`src/rtl/alu_result_buffer_pkg.sv`:
```
// Shared types and constants for the ALU result buffer.
// Op encodings, flag bit positions and the stored entry layout.
package alu_result_buffer_pkg;

  typedef enum logic [2:0] {
    OP_ADD = 3'b000,
    OP_SUB = 3'b001,
    OP_AND = 3'b010,
    OP_OR  = 3'b011
  } alu_op_e;

  localparam int FLAG_Z = 3;
  localparam int FLAG_N = 2;
  localparam int FLAG_C = 1;
  localparam int FLAG_V = 0;

  localparam int OP_W    = 3;
  localparam int RES_W   = 4;
  localparam int FLAGS_W = 4;
  localparam int ENTRY_W = OP_W + RES_W + FLAGS_W;

  typedef struct packed {
    logic [OP_W-1:0]    op;
    logic [RES_W-1:0]   result;
    logic [FLAGS_W-1:0] flags;
  } entry_t;

endpackage

```
`src/rtl/alu_flag_encode.sv`:
```
// Combinational {Z,N,C,V} encoder for one ALU result.
// C and V come from the adder or subtractor only for ADD/SUB.
module alu_flag_encode
  import alu_result_buffer_pkg::*;
(
  input  logic [2:0] op,
  input  logic [3:0] result,
  input  logic       add_cout,
  input  logic       add_ovf,
  input  logic       sub_cout,
  input  logic       sub_ovf,
  output logic [3:0] flags
);

  // Z/N from the result, C/V selected by opcode
  always_comb begin
    flags         = '0;
    flags[FLAG_Z] = (result == 4'd0);
    flags[FLAG_N] = result[3];
    unique case (1'b1)
      (op == OP_ADD): begin
        flags[FLAG_C] = add_cout;
        flags[FLAG_V] = add_ovf;
      end
      (op == OP_SUB): begin
        flags[FLAG_C] = sub_cout;
        flags[FLAG_V] = sub_ovf;
      end
      default: ;
    endcase
  end

endmodule

```
`src/rtl/alu_result_buffer.sv`:
```
// FIFO of ALU results with flags computed at push time.
// Optional STICKY_FLAGS_EN adds sticky_clr / sticky_cv.
module alu_result_buffer
  import alu_result_buffer_pkg::*;
#(
  parameter int DEPTH = 4
) (
  input  logic                     clk,
  input  logic                     rst,
  input  logic                     in_valid,
  output logic                     in_ready,
  input  logic [2:0]               in_op,
  input  logic [3:0]               in_result,
  input  logic                     in_add_cout,
  input  logic                     in_add_ovf,
  input  logic                     in_sub_cout,
  input  logic                     in_sub_ovf,
  output logic                     out_valid,
  input  logic                     out_ready,
  output logic [3:0]               out_result,
  output logic [3:0]               out_flags,
  output logic [2:0]               out_op,
`ifdef STICKY_FLAGS_EN
  input  logic                     sticky_clr,
  output logic [1:0]               sticky_cv,
`endif
  output logic [$clog2(DEPTH):0]   count,
  output logic                     err_op
);

  localparam int PW = $clog2(DEPTH);
  localparam int CW = PW + 1;
  localparam logic [CW-1:0] FULL = CW'(DEPTH);

  if ((DEPTH < 2) || (DEPTH > 16) ||
      ((DEPTH & (DEPTH - 1)) != 0)) begin : g_bad_depth
    $error("DEPTH must be a power of two in 2..16");
  end

  entry_t        mem [DEPTH];
  entry_t        hold_q;
  entry_t        head;
  entry_t        wr_entry;
  logic [PW-1:0] wptr;
  logic [PW-1:0] rptr;
  logic [CW-1:0] cnt;
  logic [3:0]    flags;
  logic          accept;
  logic          push;
  logic          pop;

  alu_flag_encode u_flags (
    .op       (in_op),
    .result   (in_result),
    .add_cout (in_add_cout),
    .add_ovf  (in_add_ovf),
    .sub_cout (in_sub_cout),
    .sub_ovf  (in_sub_ovf),
    .flags    (flags)
  );

  assign in_ready  = (cnt != FULL);
  assign out_valid = (cnt != '0);
  assign count     = cnt;
  assign accept    = in_valid && in_ready;
  assign push      = accept && !in_op[2];
  assign pop       = out_valid && out_ready;

  assign wr_entry.op     = in_op;
  assign wr_entry.result = in_result;
  assign wr_entry.flags  = flags;

  // Head is read straight from storage; when empty show the last head
  assign head       = out_valid ? mem[rptr] : hold_q;
  assign out_op     = head.op;
  assign out_result = head.result;
  assign out_flags  = head.flags;

  // Entry storage, written on accepted legal pushes only
  always_ff @(posedge clk) begin
    if (push) mem[wptr] <= wr_entry;
  end

  // Pointers, occupancy, illegal-op pulse and last-shown head
  always_ff @(posedge clk or posedge rst) begin
    if (rst) begin
      wptr   <= '0;
      rptr   <= '0;
      cnt    <= '0;
      err_op <= 1'b0;
      hold_q <= '0;
    end else begin
      if (push) wptr <= wptr + 1'b1;
      if (pop)  rptr <= rptr + 1'b1;
      unique case ({push, pop})
        2'b10:   cnt <= cnt + 1'b1;
        2'b01:   cnt <= cnt - 1'b1;
        default: cnt <= cnt;
      endcase
      err_op <= accept && in_op[2];
      if (out_valid) hold_q <= mem[rptr];
    end
  end

`ifdef STICKY_FLAGS_EN
  // Accumulate C/V of accepted pushes; clear wins over set
  always_ff @(posedge clk or posedge rst) begin
    if (rst) begin
      sticky_cv <= 2'b00;
    end else if (sticky_clr) begin
      sticky_cv <= 2'b00;
    end else if (push) begin
      sticky_cv <= sticky_cv | {flags[FLAG_C], flags[FLAG_V]};
    end
  end
`endif

endmodule

```
`config.mk`:
```
export PLATFORM = sky130hd
export DESIGN_NAME = alu_result_buffer
export DESIGN_NICKNAME = d
export VERILOG_FILES = /design/src/rtl/alu_result_buffer_pkg.sv /design/src/rtl/alu_flag_encode.sv /design/src/rtl/alu_result_buffer.sv
export SDC_FILE = /design/constraint.sdc
export NUM_CORES = 1
export LEC_CHECK = 0
export CORE_MARGIN = 2
export CORE_UTILIZATION = 45
export CTS_BUF_LIST = sky130_fd_sc_hd__clkbuf_16
export CTS_CLUSTER_DIAMETER = 40
export DETAILED_ROUTE_END_ITERATION = 8
export GPL_TIMING_DRIVEN = 1
export PLACE_DENSITY = 0.64
export SLEW_MARGIN = 10
export SYNTH_ARGS = -nofsm -noshare
export SYNTH_HDL_FRONTEND = slang
export SYNTH_SLANG_ARGS = --single-unit
```
`constraint.sdc`:
```
create_clock -name clk -period 2.4 [get_ports clk]
set_input_delay 0.36 -clock clk [delete_from_list [all_inputs] [get_ports clk]]
set_output_delay 0.36 -clock clk [all_outputs]
set_load 0.1 [all_outputs]
```
# Yosys cells after proc, flatten, opt, wreduce, memory -nomap -nowiden
# Memories as Yosys holds them, arrays and structs flattened.
# Index checks and enable logic that the tools add are counted.
[classes]
muxes = 5
eq_ne = 4
addsub = 4
n_reduce_logical = 9
[ops]
columns = ["cell", "n"]
rows = [
  ["2-to-1 mux 11 bit", 1],
  ["case mux 3 bit (2 select lines)", 1],
  ["adder 2 x 1 -> 2 bit (second input constant)", 2],
  ["logical AND 1 bit", 4],
  ["logical NOT 4 bit", 1],
  ["case mux 2 bit (2 select lines)", 1],
  ["adder 3 x 1 -> 3 bit (second input constant)", 1],
  ["== test 3 x 1 -> 1 bit (second input constant)", 1],
  ["logical NOT 3 bit", 1],
  ["!= test 3 bit (second input constant)", 1],
  ["nonzero test 3 bit", 1],
  ["subtractor 3 x 1 -> 3 bit (second input constant)", 1],
  ["== test 2 x 1 -> 1 bit (second input constant)", 1],
  ["== test 2 bit (second input constant)", 1],
  ["2-to-1 mux 1 bit", 2],
  ["nonzero test 2 bit", 1],
  ["logical NOT 1 bit", 1],
]
[totals]
elab_cells = 30
register_bits = 19
n_memories = 1
out_inout_bits = 17
in_bits = 15
mem_bits_rw = 44
[mem_list]
columns = ["name", "words", "width", "rd", "rd_ports_with_merged_regs", "write_ports", "line_no", "source"]
rows = [
  ["mem", 4, 11, 1, 0, 1, "alu_result_buffer.sv:40", "entry_t mem [DEPTH];"],
]

# Depth between registers and ports, before layout
# Gate-level depths: netlist of run 1.
[logic_depth]
depth_word = 5
mapped_depth = 9
ltp_nobuf = 9

# By module
# A second synthesis of run 1 with hierarchy kept.
[hier_totals]
cells_unflattened = 129
hier_area_um2 = 2546.2
[modules_own_cells]
columns = ["mod", "area_per_inst_um2", "instances", "seq_area_each_um2", "cells_each"]
rows = [
  ["alu_result_buffer", 2502.4, 1, 1796.7, 123],
  ["alu_flag_encode", 43.8, 1, 0.0, 6],
]

# Worst setup path before layout of run 1
# OpenSTA, ideal clock, no wires.
[synth_timing]
kind = "reg-to-output"
startpoint = "reg cnt[0], in the netlist count[0]"
endpoint = "out out_flags[0]"
stages_incl_launch_ff = 6
t_arrival_ns = 2.526
n_path_buf = 1
required_ns = 2.040
slack_ns = -0.486
path_cell_list = "dfrtp_1 -> nor3_2 -> inv_1 -> buf_2 -> nand2_1 -> nand2_1"
[synth_between]
elab_chain_len = 2
[synth_rtl]
columns = ["element", "line_no", "source"]
rows = [
  ["from (decl)", "alu_result_buffer.sv:46", "logic [CW-1:0] cnt;"],
  ["from (signal assigned)", "alu_result_buffer.sv:96", "2'b10: cnt <= cnt + 1'b1;"],
  ["from (signal assigned)", "alu_result_buffer.sv:97", "2'b01: cnt <= cnt - 1'b1;"],
  ["from (signal assigned)", "alu_result_buffer.sv:98", "default: cnt <= cnt;"],
  ["nonzero test 3 bit", "alu_result_buffer.sv:63", "assign out_valid = (cnt != '0);"],
  ["via out_valid", "alu_result_buffer.sv:18", "output logic out_valid,"],
  ["2-to-1 mux 11 bit", "-", ""],
  ["to (decl)", "alu_result_buffer.sv:21", "output logic [3:0] out_flags,"],
]
# The timed path passes the listed nets, and every way through them passes these cells.

# Final worst setup path of run 1
[layout_timing]
startpoint = "reg rptr[0]"
endpoint = "out out_op[0]"
[layout_between]
elab_chain_len = 2
[layout_rtl]
columns = ["element", "line_no", "source"]
rows = [
  ["from (decl)", "alu_result_buffer.sv:45", "logic [PW-1:0] rptr;"],
  ["from (signal assigned)", "alu_result_buffer.sv:94", "if (pop) rptr <= rptr + 1'b1;"],
  ["memory read (4 x 11 bit)", "-", ""],
  ["2-to-1 mux 11 bit", "-", ""],
  ["to (decl)", "alu_result_buffer.sv:22", "output logic [2:0] out_op,"],
]
# No other way between the ends.

==> results of run 1 <==
-- metrics by stage --
stage,cells,hold slack (ns)
final,266,0.472
after global routing,266,0.523
after CTS,266,0.496
after detailed placement,250,0.493
after global placement,250,0.483
after floorplan,143,0.311
-- cell families (layout without fill, tap and decap cells) --
logic type               after synthesis  in the layout
multiplexers                          14             14
XOR/XNOR                               6              6
flip-flops                            59             59
AO/OA/AOI/OAI                          3              3
adder cells (fa/ha/maj)                6              6
AND/OR/NAND/NOR                       42             42
buffers and inverters                 13             66
-- critical path, stage by stage, from the launching register on --
cell and delay (ns):
dfrtp_2 0.50, buf_4 0.22, mux4_2 0.53, nand2_1 0.10, nand2_2 0.08, buf_12 0.17
-- per-layer routing --
metal	global-route usage (%)	vias up	part of all wire (%)	routed length, µm
met5	0	-	0	0
met4	7.09	0	1.2	50
met3	7.11	7	4.7	204
met2	27.3	31	52	2270
met1	18.7	670	42	1800
li1	-	610	-	-
-- flip-flops by register name, summed over array words and instances (netlist names) --
signal,count
rptr,2
mem,40
count,3
hold_q,11
err_op,1
wptr,2
-- repair_timing --
item | 4_1_cts | 5_1_grt
endpoints found under the setup margin | 7 | 0
hold endpoints to repair | 0 | 0
resized for setup | 1 | 0
-- cells in the final DEF (no fill, tap or decap), drive strengths merged --
cell type      instances
a211oi                 1
a21o                   2
and2                   6
and3                   1
buf                   27
clkbuf                 9
clkdlybuf4s50         14
clkinv                 4
dfrtp                 19
edfxtp                40
fa                     1
ha                     5
inv                   12
mux2                   1
mux2i                  3
mux4                  10
nand2                 28
nand3                  1
nor2                   2
nor3                   3
nor4                   1
xnor2                  3
xor2                   3
-- area by class of cell --
cell class | instances | area (µm²)
multi-input combinational | 71 | 656
inverter | 9 | 33.8
fill | 398 | 1900
timing repair buffer | 41 | 493
tap | 70 | 87.6
clock inverter | 7 | 28.8
sequential | 59 | 1680
clock buffer | 9 | 225
-- worst paths after layout --
check	from	slack [ns]	to
min in group clk	hold_q[4]	0.50	hold_q[4]
max in group asynchronous	rst	1.41	count[1]
worst max register to register	count[0]	0.50	count[2]
worst min-delay path	rst	0.47	hold_q[1]
worst max-delay path	rptr[0]	0.11	out_op[0]
worst min register to register	hold_q[4]	0.50	hold_q[4]
==> summary.md, run 1 <==
| Metric | Value |
|---|---|
| Max clock buf depth | 2 |
| Drt wl/cell | ~16 µm |
| Clk slew on worst S/H paths | roughly 0.05 ns |
| First-pass GRT wire length | 6970 µm |
| Deepest level of the CTS H-tree | 3 |
| Distinct cells, synth | 26 |
| Final period util | approximately 95% |
| Post-CTS Setup Inserts | 0 |
| Final Max Slew Viols | 0 |
| Remaining antenna violation count | 0 |
| CP Class | flip-flop to output port |
| Max-Cap Viols | 0 |
| Final setup viols | 0 |
| Slew HR | 50.2% |
| Mux cell area share after synthesis | 11.4% |
| Syn Inst Count | 143 |
| Final Skew | 0.00592 ns |
| Die area | slightly below 6000 µm² |
| Post-synthesis compound-gate area fraction | ~1.5% |
| FF-to-FF path depth | 9 |
| DR vias | 1318 |
| Adder-cell share of the synthesized area | 3.49% |
| Num CTS Buffers | 9 |
| Final Net Count | 212 |
| Final instance area | 3210 µm² |
| Worst setup margin | 0.113 ns |
| Post-synth EDFFs | 40 |
| Status | finished, final reports clean |
| Layout cells sized above 1 | approximately a third |
| Top cells by area, synth | edfxtp_1, dfrtp_1, mux4_2, nand2_1, ha_1 |
| Mapped Nets | 164 |
| Unrepaired setup endpoints after global routing | no |
| Max Freq | 437 MHz |
| Primary FF master, synth | edfxtp_1 |
| Setup crit start kind | flip-flop |
| Worst endpoint required time | 2.04 ns |
| Critical path endpoint category | output port |
| DRC | 0 |
| Final Hold Viols | 0 |
| Arrival time at the worst endpoint | between 1.5 and 2 ns |
| Setup TNS | 0 ns |
| Pre-CTS setup slack | 0.190 ns |
| Synth cell count leaders | edfxtp_1, nand2_1, dfrtp_1, inv_1, mux4_2 |
| Ports | 32 |
| Slew @ Worst Pin | 0.745 ns |
| Hold buffers post-CTS | 0 |
| Most frequent cell after synthesis | edfxtp_1 |
| Drt first-iter violations | 55 |
| Vias per std cell | 4.95 |
| Seq/Total Area, Yosys | 70.8% |
| Overall Global Routing Usage | 16.5% |
| Synth Area in XOR/XNOR | 2.22% |
| DP Area | around 3000 µm² |
| Async SR Flop Fraction | between 30% and 40% |
| CTS tree | yes |
| Layout Utilization | 62.8% |
| Share of the synthesized area in the top cell type | 50.7% |
| IO Port Bufs | 31 |
| Mapped Avg Cell Area | 16.6 µm² |
| Initial antenna violation count | 0 |
| Layout area overhead | 35.3% |
| Area of the mapped netlist | approximately 2400 µm² |
| Clk Tree Root Cell | clkbuf_16 |
| Largest family of logic cells by synthesized area | multiplexers |
| Antenna Cells | 0 |
| Worst skew pair latency | 0.32 ns |
| Simple-gate share of the synthesized area | 8.14% |
| Number of global-route vias before repair | 1391 |
| CTS sink cnt | just under 60 |
| Die Wd | 76.6 µm |
| Flops & latches, synth | 59 |
| First-pass detailed-route iteration total | 3 |
| Routability cong. | 0.786 |
| Grt ovf | 0 |
| Min-delay worst type | input port to async pin |
| Routed wire length | about 4300 µm |
| Area of the core | 5110 µm² |
| Minimum clock period after layout | 2.29 ns |
| Dominant cell type by area after synthesis | edfxtp_1 |
| CP max FO | 8 |
| Die Y | between 70 and 80 µm |
| Initial Utilization | 46.4% |
| FP Rows | 26 |
| Hpwl dp | 3050 µm |
| Largest net degree at the start of global routing | 20 |
| Yosys synthesis warning count | 0 |
Power of run 1 is not shown: default switching activity piles up to over one toggle a cycle in this logic, so the estimate is an artifact.
==> inputs of run 2 (changes only) <==
Settings changed: ABC_AREA from default to 1, REMOVE_ABC_BUFFERS from default to 1, SLEW_MARGIN 10 to default.
==> run 2 against run 1 <==
- cell count grew 46%
- area after synthesis grew 12%
- sequential share of layout area shrank 4.0 points
- highest routed layer unchanged
- maximum frequency grew 8.7%
- die area grew 11%
- wire length grew 16%
- core utilization shrank 1.1 points
==> summary.md, run 2 <==
| Metric | Value |
|---|---|
| Status | finished, final reports clean |
| Simple-gate share of the synthesized area | 21.4% (+13 points) |
| Min-delay worst type | input port to async pin |
| Hold buffers post-CTS | 0 (unchanged) |
| CP max FO | 13 (+5) |
| Seq/Total Area, Yosys | 63.1% (-7.7 points) |
| Max reg flops | 40 (unchanged) |
| Final setup viols | 0 (unchanged) |
| DR vias | 1799 (+36%) |
| Post-synthesis compound-gate area fraction | 0.377% (-1.1 points) |
| Max Freq | 475 MHz (+8.7%) |
| Initial Utilization | 47.4% (+0.99 points) |
| Most common cell after layout, fill and taps aside | nand2_1 |
| Layout fillers | 497 (+25%) |
| CP Class | flip-flop to output port |
| Routability cong. | 0.775 (-1.4%) |
| Area of the core | 5610 µm² (+9.8%) |
| DRC | 0 (unchanged) |
| Layout cells sized above 1 | 14.8% (-18 points) |
| Max-Cap Viols | 0 (unchanged) |
| Number of global-route vias before repair | 1765 (+27%) |
| Syn Inst Count | 269 (+88%) |
| Overall Global Routing Usage | 17.9% (+1.4 points) |
| Synth cell count leaders | nand2_1, inv_1, edfxtp_1, nand3_1, dfrtp_1 |
| Hpwl dp | 3240 µm (+6.3%) |
| Initial antenna violation count | 0 (unchanged) |
| Final period util | 87.6% (-7.6 points) |
| Slew @ Worst Pin | 0.778 ns (+0.0327 ns) |
| Final Net Count | 333 (+57%) |
| Worst setup margin | 0.296 ns (+0.183 ns) |
| Top cells by area, synth | edfxtp_1, dfrtp_1, nand2_1, inv_1, nand3_1 |
| Final Skew | 0.00842 ns (+0.00250 ns) |
| Vias per std cell | 4.62 (-6.7%) |
| Grt ovf | 0 (unchanged) |
| Setup crit start kind | flip-flop |
| Largest family of logic cells by synthesized area | simple AND/OR/NAND/NOR gates |
| Share of the synthesized area in the top cell type | 45.2% (-5.5 points) |
| Yosys synthesis warning count | 0 (unchanged) |
| Drt wl/cell | 12.9 µm (-21%) |
| Post-synth EDFFs | 40 (unchanged) |
| Area of the mapped netlist | 2660 µm² (+12%) |
| Remaining antenna violation count | 0 (unchanged) |
| Async SR Flop Fraction | 32.2% (unchanged) |
| CTS sink cnt | 59 (unchanged) |
| CTS tree | yes |
| Deepest level of the CTS H-tree | 3 (unchanged) |
| Largest net degree at the start of global routing | 22 (+10%) |
| Primary FF master, synth | edfxtp_1 |
| Mux cell area share after synthesis | 0% (-11 points) |
| Largest reg by FF count | mem |
| Critical path endpoint category | output port |
| Unrepaired setup endpoints after global routing | no |
| Distinct cells, synth | 22 (-15%) |
| Max clock buf depth | 2 (unchanged) |
| Arrival time at the worst endpoint | 1.74 ns (-0.19 ns) |
| Most frequent cell after synthesis | nand2_1 |
| Dominant cell type by area after synthesis | edfxtp_1 |
| FP Rows | 27 (+3.8%) |
| Flops & latches, synth | 59 (unchanged) |
| Routed wire length | 5020 µm (+16%) |
| Pre-CTS setup slack | 0.184 ns (-0.00542 ns) |
| Num CTS Buffers | 9 (unchanged) |
| Die Y | 80.8 µm (+5.6%) |
| Clk Tree Root Cell | clkbuf_16 |
| Mapped Avg Cell Area | 9.87 µm² (-40%) |
| Hold WS | 0.482 ns (+0.00987 ns) |
| Post-CTS Setup Inserts | 0 (unchanged) |
| Adder-cell share of the synthesized area | 3.11% (-0.38 points) |
| IO Port Bufs | 31 (unchanged) |
| Ports | 32 (unchanged) |
| Die Wd | 80.8 µm (+5.6%) |
| Worst endpoint required time | 2.04 ns (about the same) |
| Minimum clock period after layout | 2.10 ns (-0.183 ns) |
| Synth Area in XOR/XNOR | 1.32% (-0.90 points) |
| First-pass detailed-route iteration total | 4 (+1) |
| Commonest non-fill, non-tap cells in the layout | nand2_1, inv_1, edfxtp_1, nand3_1, dfrtp_1 |
| Clk slew on worst S/H paths | 0.05 ns (about the same) |
| FF-to-FF path depth | 10 (+1) |
| Worst skew pair latency | 0.32 ns (about the same) |
| Drt first-iter violations | 150 (+170%) |
| Final Max Slew Viols | 0 (unchanged) |
| Layout area overhead | 30.1% |
| Die area | 6530 µm² (+11%) |
| Antenna Cells | 0 (unchanged) |
| Slew HR | 48.1% (-2.2 points) |
| First-pass GRT wire length | 8400 µm (+20%) |
| Final Hold Viols | 0 (unchanged) |
| Post_cts resized | 0 (-1) |
[run 2: changes by cell type in the layout (fill, tap and decap cells not counted), sizes merged, moves of 3 or more]
cell,delta
nand2,+68
inv,+48
nand3,+25
mux4,-10
and2,-6
nor2,+6
mux2i,-3
nor3,-3
[run 2: area by class of cell]
type	count	area (µm²)	share of cell area, %
repair buffers	39	465	13.5
multi-input cells	145	697	20.2
flip-flops and latches	59	1680	48.5
clock buffers	9	225	6.51
clock inverters	7	85.1	2.46
well taps	72	90.1	2.61
inverters	58	218	6.30
[run 2: metrics by stage]
step                      instance area, µm²  util [%]  setup TNS (ns)  instances
after CTS                               3460      61.6               0        389
after global placement                  3150      56.1               0        373
final                                   3460      61.6               0        389
after global routing                    3460      61.6               0        389
after detailed placement                3150      56.1               0        373
after floorplan                         2590         -           -8.12        262
[run 2: kinds of logic (layout without fill, tap and decap cells)]
kind of cell             count (synthesis)  count (layout)
flip-flops                              59              59
AND/OR/NAND/NOR                        133             133
adder cells (fa/ha/maj)                  6               6
buffers and inverters                   65             113
AO/OA/AOI/OAI                            2               2
XOR/XNOR                                 4               4
[run 2: path summary, 6_finish.rpt]
kind | start | to | slack, ns
worst max-delay path | count[0] | out_flags[0] | 0.30
worst min-delay path | rst | hold_q[7] | 0.48
worst max register to register | count[0] | count[2] | 0.49
worst min register to register | hold_q[6] | hold_q[6] | 0.53
max in group asynchronous | rst | hold_q[8] | 1.43
min in group clk | hold_q[6] | hold_q[6] | 0.53
[run 2: metal layers]
layer / vias to the layer above / routed length [µm] / global-route usage, %
met3: 11 / 238 / 4.67
li1: 918 / - / -
met4: 0 / 137 / 10.7
met5: - / 0 / 0
met2: 51 / 2520 / 29.3
met1: 819 / 2120 / 21.3
[run 2: worst max-delay path: stages, from the launching register on]
cell and delay, ns:
dfrtp_1 0.43, nor2_4 0.18, nand2_4 0.15, inv_2 0.22, nand2_1 0.08, nand2_1 0.15
buf_12 0.19
Power of run 2 is left out for the same reason.
==> inputs of run 3 (changes only) <==
Settings changed: HOLD_SLACK_MARGIN from default to 0.15.
==> results of run 3 <==
Final layout, timing and power as in run 2 (identical DEF).
Power of run 3 is left out for the same reason.
